--- src/rtl/clock_core.sv ---
// clock_core: BCD mm:ss timekeeping core.
// Prescaled 1 s advance, freeze in set mode, commit on set-mode release.
module clock_core #(
  parameter int CLK_HZ = 50_000_000,
  parameter int CNT_W  = 26
) (
  input  logic       MCLK,
  input  logic       RESET,
  input  logic       set_mode,
  input  logic       run,
  input  logic [3:0] set_min10,
  input  logic [3:0] set_min01,
  input  logic [3:0] set_sec10,
  input  logic [3:0] set_sec01,
  output logic [3:0] cur_min10,
  output logic [3:0] cur_min01,
  output logic [3:0] cur_sec10,
  output logic [3:0] cur_sec01,
  output logic       tick_1s,
  output logic       rollover,
  output logic       committed
);

  localparam logic [CNT_W-1:0] TC = CNT_W'(CLK_HZ - 1);

  logic [CNT_W-1:0] pre;
  logic             set_mode_d;
  logic             commit;
  logic             adv;
  logic             cnt_en;
  logic             at_tc;
  logic             wrap;
  logic [3:0]       m10_n;
  logic [3:0]       m01_n;
  logic [3:0]       s10_n;
  logic [3:0]       s01_n;
  logic [3:0]       g_m10;
  logic [3:0]       g_m01;
  logic [3:0]       g_s10;
  logic [3:0]       g_s01;

  // Decode the mutually exclusive actions for this cycle.
  always_comb begin
    at_tc  = (pre == TC);
    commit = set_mode_d & ~set_mode;
    adv    = ~commit & ~set_mode & run & at_tc;
    cnt_en = ~commit & ~set_mode & run & ~at_tc;
  end

  // Out-of-range edited digits load as zero.
  always_comb begin
    g_m10 = (set_min10 > 4'd5) ? 4'd0 : set_min10;
    g_m01 = (set_min01 > 4'd9) ? 4'd0 : set_min01;
    g_s10 = (set_sec10 > 4'd5) ? 4'd0 : set_sec10;
    g_s01 = (set_sec01 > 4'd9) ? 4'd0 : set_sec01;
  end

  // One-second increment with the BCD carry chain.
  always_comb begin
    m10_n = cur_min10;
    m01_n = cur_min01;
    s10_n = cur_sec10;
    s01_n = cur_sec01;
    wrap  = 1'b0;
    if (cur_sec01 != 4'd9) begin
      s01_n = cur_sec01 + 4'd1;
    end else begin
      s01_n = 4'd0;
      if (cur_sec10 != 4'd5) begin
        s10_n = cur_sec10 + 4'd1;
      end else begin
        s10_n = 4'd0;
        if (cur_min01 != 4'd9) begin
          m01_n = cur_min01 + 4'd1;
        end else begin
          m01_n = 4'd0;
          if (cur_min10 != 4'd5) begin
            m10_n = cur_min10 + 4'd1;
          end else begin
            m10_n = 4'd0;
            wrap  = 1'b1;
          end
        end
      end
    end
  end

  // State: prescaler, digits, pulses and the set_mode delay.
  always_ff @(posedge MCLK or posedge RESET) begin
    if (RESET) begin
      pre        <= '0;
      set_mode_d <= 1'b0;
      cur_min10  <= 4'd0;
      cur_min01  <= 4'd0;
      cur_sec10  <= 4'd0;
      cur_sec01  <= 4'd0;
      tick_1s    <= 1'b0;
      rollover   <= 1'b0;
      committed  <= 1'b0;
    end else begin
      set_mode_d <= set_mode;
      tick_1s    <= 1'b0;
      rollover   <= 1'b0;
      committed  <= 1'b0;
      unique case (1'b1)
        commit: begin
          pre       <= '0;
          cur_min10 <= g_m10;
          cur_min01 <= g_m01;
          cur_sec10 <= g_s10;
          cur_sec01 <= g_s01;
          committed <= 1'b1;
        end
        set_mode: begin
          pre <= '0;
        end
        adv: begin
          pre       <= '0;
          cur_min10 <= m10_n;
          cur_min01 <= m01_n;
          cur_sec10 <= s10_n;
          cur_sec01 <= s01_n;
          tick_1s   <= 1'b1;
          rollover  <= wrap;
        end
        cnt_en: begin
          pre <= pre + CNT_W'(1);
        end
        default: begin
          pre <= pre;
        end
      endcase
    end
  end

endmodule

--- config.mk ---
export PLATFORM = sky130hd
export DESIGN_NAME = clock_core
export DESIGN_NICKNAME = d
export VERILOG_FILES = /design/src/rtl/clock_core.sv
export SDC_FILE = /design/constraint.sdc
export NUM_CORES = 1
export LEC_CHECK = 0
export ABC_AREA = 1
export CORE_ASPECT_RATIO = 1.4
export CORE_UTILIZATION = 40
export DETAILED_ROUTE_END_ITERATION = 8
export GPL_TIMING_DRIVEN = 0
export PLACE_DENSITY = 0.67
export SLEW_MARGIN = 20
export SYNTH_ARGS = -nofsm -noshare
export SYNTH_HDL_FRONTEND = slang
export SYNTH_SLANG_ARGS = --single-unit
--- constraint.sdc ---
create_clock -name MCLK -period 3.4 [get_ports MCLK]
set_input_delay 1.02 -clock MCLK [delete_from_list [all_inputs] [get_ports MCLK]]
set_output_delay 1.02 -clock MCLK [all_outputs]
set_load 0.005 [all_outputs]
# == Word level (Yosys, flattened, before mapping) ==
# Cells that the tools add are included.
# totals
reg_bits,46
in_bits,20
output_inout_bits,19
wordCells,66
# op_classes
addsub,5
magnitude_cmp,4
n_eq_ne,8
muxes,26
bitwise_logic,8
n_reduce_logical,6
# ops
operator,count
4-bit two-way mux,14
26-bit case mux with 2 select lines,1
4-bit case mux with 2 select lines,4
"26-bit by 1-bit adder with 26-bit output, second input constant",1
"26-bit == test, second input constant",1
"4-bit by 1-bit adder with 4-bit output, second input constant",4
"4-bit by 3-bit greater-than comparator with 1-bit output, second input constant",2
"4-bit greater-than comparator, second input constant",2
"4-bit by 3-bit != test with 1-bit output, second input constant",2
"4-bit != test, second input constant",2
1-bit two-way mux,7
"2-bit != test, second input constant",3
1-bit bitwise AND,5
4-bit AND reduction,1
2-bit nonzero test,2
1-bit inverter,3
3-bit AND reduction,1
3-bit OR reduction,1
2-bit AND reduction,1

# == Longest topological paths before layout ==
# logic_depth
depth_word,8
ltp_mapped,12
mapped_depth_nobuf,11

# == Worst setup path before layout ==
# No wires, ideal clock.
# synth_timing
path_kind,input to register
startpoint,input set_mode
endpoint,register cur_min10[1]
setup_ns,0.066
arrival_ns,1.932
required_time_ns,3.334
slack_ns,1.403
path_stages,8
n_path_buf,1
path_cell_list,nor2_1 nand2_1 clkinv_1 clkbuf_1 nand3_1 nand2_1 nand3_1 nand2_1
# synth_via
elab_chain_len,8
word_cells_on_any_way,12
classes_between,eq/ne (3); mux (1); bitwise (6); reduce/logical (2)
# synth_rtl
item,line,text
from (decl),9,"input logic set_mode,"
1-bit inverter (*),"45, 46",
1-bit bitwise AND,45,commit = set_mode_d & ~set_mode;
1-bit inverter,46,adv = ~commit & ~set_mode & run & at_tc;
1-bit bitwise AND (3 in series),46,
2-bit != test (no line) or 2-bit nonzero test (tied branches),-,
4-bit AND reduction (no line),-,
to (signal assigned),108,cur_min10 <= g_m10;
to (signal assigned),119,cur_min10 <= m10_n;
to (decl),15,"output logic [3:0] cur_min10,"
# Mark *: on every way between the ends. The rest lies on a longest branch, timed or not.
# A chain may end at the register's enable or synchronous reset.

# == Worst setup path after layout ==
# layout_timing
startpoint,input set_mode
endpoint,register cur_sec01[2]
# layout_via
elab_chain_len,7
word_cells_on_any_way,8
classes_between,mux (1); bitwise (6); reduce/logical (1)
# layout_rtl
item,line,text
1-bit inverter (*),"45, 46",
1-bit bitwise AND,45,
1-bit inverter,46,
1-bit bitwise AND (3 in series),46,
4-bit case mux with 2 select lines or 2-bit nonzero test (tied branches),-,
to (signal assigned),111,cur_sec01 <= g_s01;
to (signal assigned),122,cur_sec01 <= s01_n;
to (decl),18,"output logic [3:0] cur_sec01,"
# Marked as above.

==> out/metrics.cfg <==
[run_status]
status = finished clean

[yosys]
register_bit_count_reported_by_yosys = 46
synth_sequential_area_ratio_pct = 36.8
post_synth_edffs = 0
post_synth_num_cell_types = 34
ys.flop_type = dfrtp_1
synth_top_area_cell = dfrtp_1
yosysTopAreaCellShare_pct = 36.8
proportion_of_synthesized_flip_flops_having_asynchronous_set_or_reset_pct = 100
post_synth_main_area_contributors = dfrtp_1 37%, nand2_1 17%, nand3_1 8.2%
synthesized_netlist_net_count = 490
post_synth_instance_area_sq_mm = 0.00313
post_synth.cell_area_avg_sq_um = 6.67
yosysWarnings = 0
synthCells = 469

[clock_network]
cts.sink_count = 46
clockBufferDepth = 2
tritoncts = built
clockRootBuffer = clkbuf_8
cts_inserted_buffers = 5
post-cts-setup-buffers = 0
clk_transition_reported_paths_ps = 90
h-tree-depth = 2
cts_repair_resize_count = 0
cts-hold-fix-buffers = 0
insertion_delay_ps = 300

[detailed_routing]
route.vias.total = 3137
avgRoutedWirePerCell_microns = 13.0
drc_errors = 0
drt.antenna.violating_nets = 0
wl_final_microns = 7990
drt_pass1_iterations = 5
avgViaCountPerCell = 5.12
drt_iter0_markers = 235

[placed_design]
buffer_ports.inserted = 38
place_hpwl_microns = 6070
place.gp.congestion = 0.906
preCtsSetupSlack_ps = 605

[sta]
timing.final.crit_share_pct = 72.8
timing_hold_violations_final = 0
grt_setup_unrepaired = false
layout_setup_ws_ps = 926
max_slew_violation_count = 0
number_of_failing_setup_endpoints_in_the_final_timing_report = 0
fin_tns_setup_ps = 0
timing.clock.skew_ps = 5.04
slew_at_the_pin_closest_to_its_max_slew_limit_ps = 565
worst_slew_margin_rel_pct = 62.4
final_critical_delay_including_setup_and_external_delays_ps = 2470
finalHoldWorstSlack_ps = 536
maxClockFrequency_mhz = 404

[floorplanning]
die_area_sq_mm = 0.00818
design.core.area_sq_mm = 0.00745
die_height_microns = 107
die-width_microns = 76.7
rows = 37
initial_utilization_pct = 42.0
ios = 39

[finish]
area_growth_syn_to_layout_pct = 20.2
fill_count = 755
final_nets = 536
drive_gt1_share_pct = 7.56
antennaDiodeCount = 0

[global_route]
gr-total-overflow = 0
number_of_antenna_violations_at_the_first_check_in_global_routing = 0
grtUsageTotal_pct = 21.4
grt_pass1_wl_microns = 14200
first_global_vias = 3040
grt_start_max_net_pins = 32

[worst_setup_path]
worstPathRequired_ps = 3650
path_max_fanout = 10
cp_data_arrival_time_ps = 2720
worst-setup-path-type = primary input to flip-flop
startpoint_type_of_the_worst_setup_path = primary input
r2r-start = pre[0]
critPathCaptureType = flip-flop
startpoint = set_mode

[power]
max-vdd-ir-drop_uv = 176
power.total_mw = 1.18
cellLeakagePower_nw = 1.70
powerDensity_mw_per_mm2 = 314

[worst_hold_path]
worst_hold_startpoint = cur_min01[2]
hold_crit_class = flip-flop to flip-flop

[job]
max_cap_violations = 0

## final cells by class
cell class / instances / area, sq um / area share (%)
Clock inverter: 3 / 40.0 / 1.07
Multi-Input combinational cell: 355 / 1710 / 45.4
Tap cell: 97 / 121 / 3.23
Sequential cell: 46 / 1150 / 30.6
Inverter: 61 / 229 / 6.09
Timing Repair Buffer: 39 / 400 / 10.7
Clock buffer: 5 / 68.8 / 1.83
Buffer: 7 / 42.5 / 1.13
## through the flow
step / instance area, sq um / instances / utilization (%)
floorplan: 3130 / 469 / -
global placement: 3630 / 604 / 48.7
detailed placement: 3650 / 605 / 49.0
CTS: 3760 / 613 / 50.4
global route: 3760 / 613 / 50.4
finish: 3760 / 613 / 50.4
## Yosys cell counts (all sizes together) (2+ instances only)
| library cell | instances |
|---|---|
| nor2 | 66 |
| o31ai | 2 |
| nand3 | 54 |
| xor2 | 12 |
| clkbuf | 3 |
| inv | 60 |
| o211ai | 3 |
| o21ai | 21 |
| nor3 | 10 |
| nand4 | 11 |
| nor4 | 2 |
| dfrtp | 46 |
| nand2 | 147 |
| o22ai | 10 |
| buf | 4 |
| a21oi | 11 |
## layout by cell type, fill, tap and decap left out, drive strengths merged
master and count:
o21bai 1, xor2 12, bufinv 1, nor4 2
nand4 11, inv 60, clkinv 3, o31ai 2
nor2 66, o211ai 3, a22o 1, o21a 1
nand3 54, ha 1, o21ai 21, nand3b 1
nor3 10, clkbuf 8, o22ai 10, dfrtp 46
xnor2 1, buf 5, nand2 147, a21oi 11
clkdlybuf4s50 38
## final timing paths
| check | to | slack [ps] | cells past startpoint |
|---|---|---|---|
| setup / recovery | cur_sec01[2] | 930 | 9 |
| hold / removal | cur_min01[2] | 540 | 2 |
| setup reg to reg | cur_sec01[2] | 1370 | 11 |
| hold reg to reg | cur_min01[2] | 540 | 2 |
| max in group asynchronous | cur_sec10[3] | 1900 | 3 |
| min in group asynchronous | committed | 1000 | 2 |
## worst max-delay path: stages
cell and delay, ps:
clkdlybuf4s50_1 440, nor2_1 130, nand2_1 130, clkinv_1 200
clkbuf_1 410, nand4_1 180, nand2_1 90, nand2_1 60
nand2_1 60
## kinds of logic after synthesis
kind of cell	Yosys count	share of synthesized area, %
AOI/OAI and AO/OA	50	9.36
adders and majority gates	1	0.400
buffers and inverters	68	8.68
and+or+nand+nor	291	41.1
xor gates and xnor gates	13	3.64
DFF	46	36.8
## registers in the layout, summed over array words and instances (netlist names)
signal,count
pre,26
rollover,1
cur_sec01,4
set_mode_d,1
tick_1s,1
committed,1
cur_min01,4
cur_min10,4
cur_sec10,4
## power by group
group | switching [mW] | internal (mW)
clock | 0.200 | 0.217
sequential | 0.0287 | 0.566
combinational | 0.0859 | 0.0842
## metal layers
layer / share of wire [%] / vias to the layer above / wire length [microns] / GRT usage, %
met5: 0 / - / 0 / 0
met4: 1.9 / 0 / 154 / 7.69
met3: 3.5 / 13 / 281 / 2.30
met2: 53 / 80 / 4220 / 39.1
met1: 42 / 1438 / 3340 / 25.7
li1: - / 1606 / - / -
Note: power is estimated with default switching activity, not from simulation.
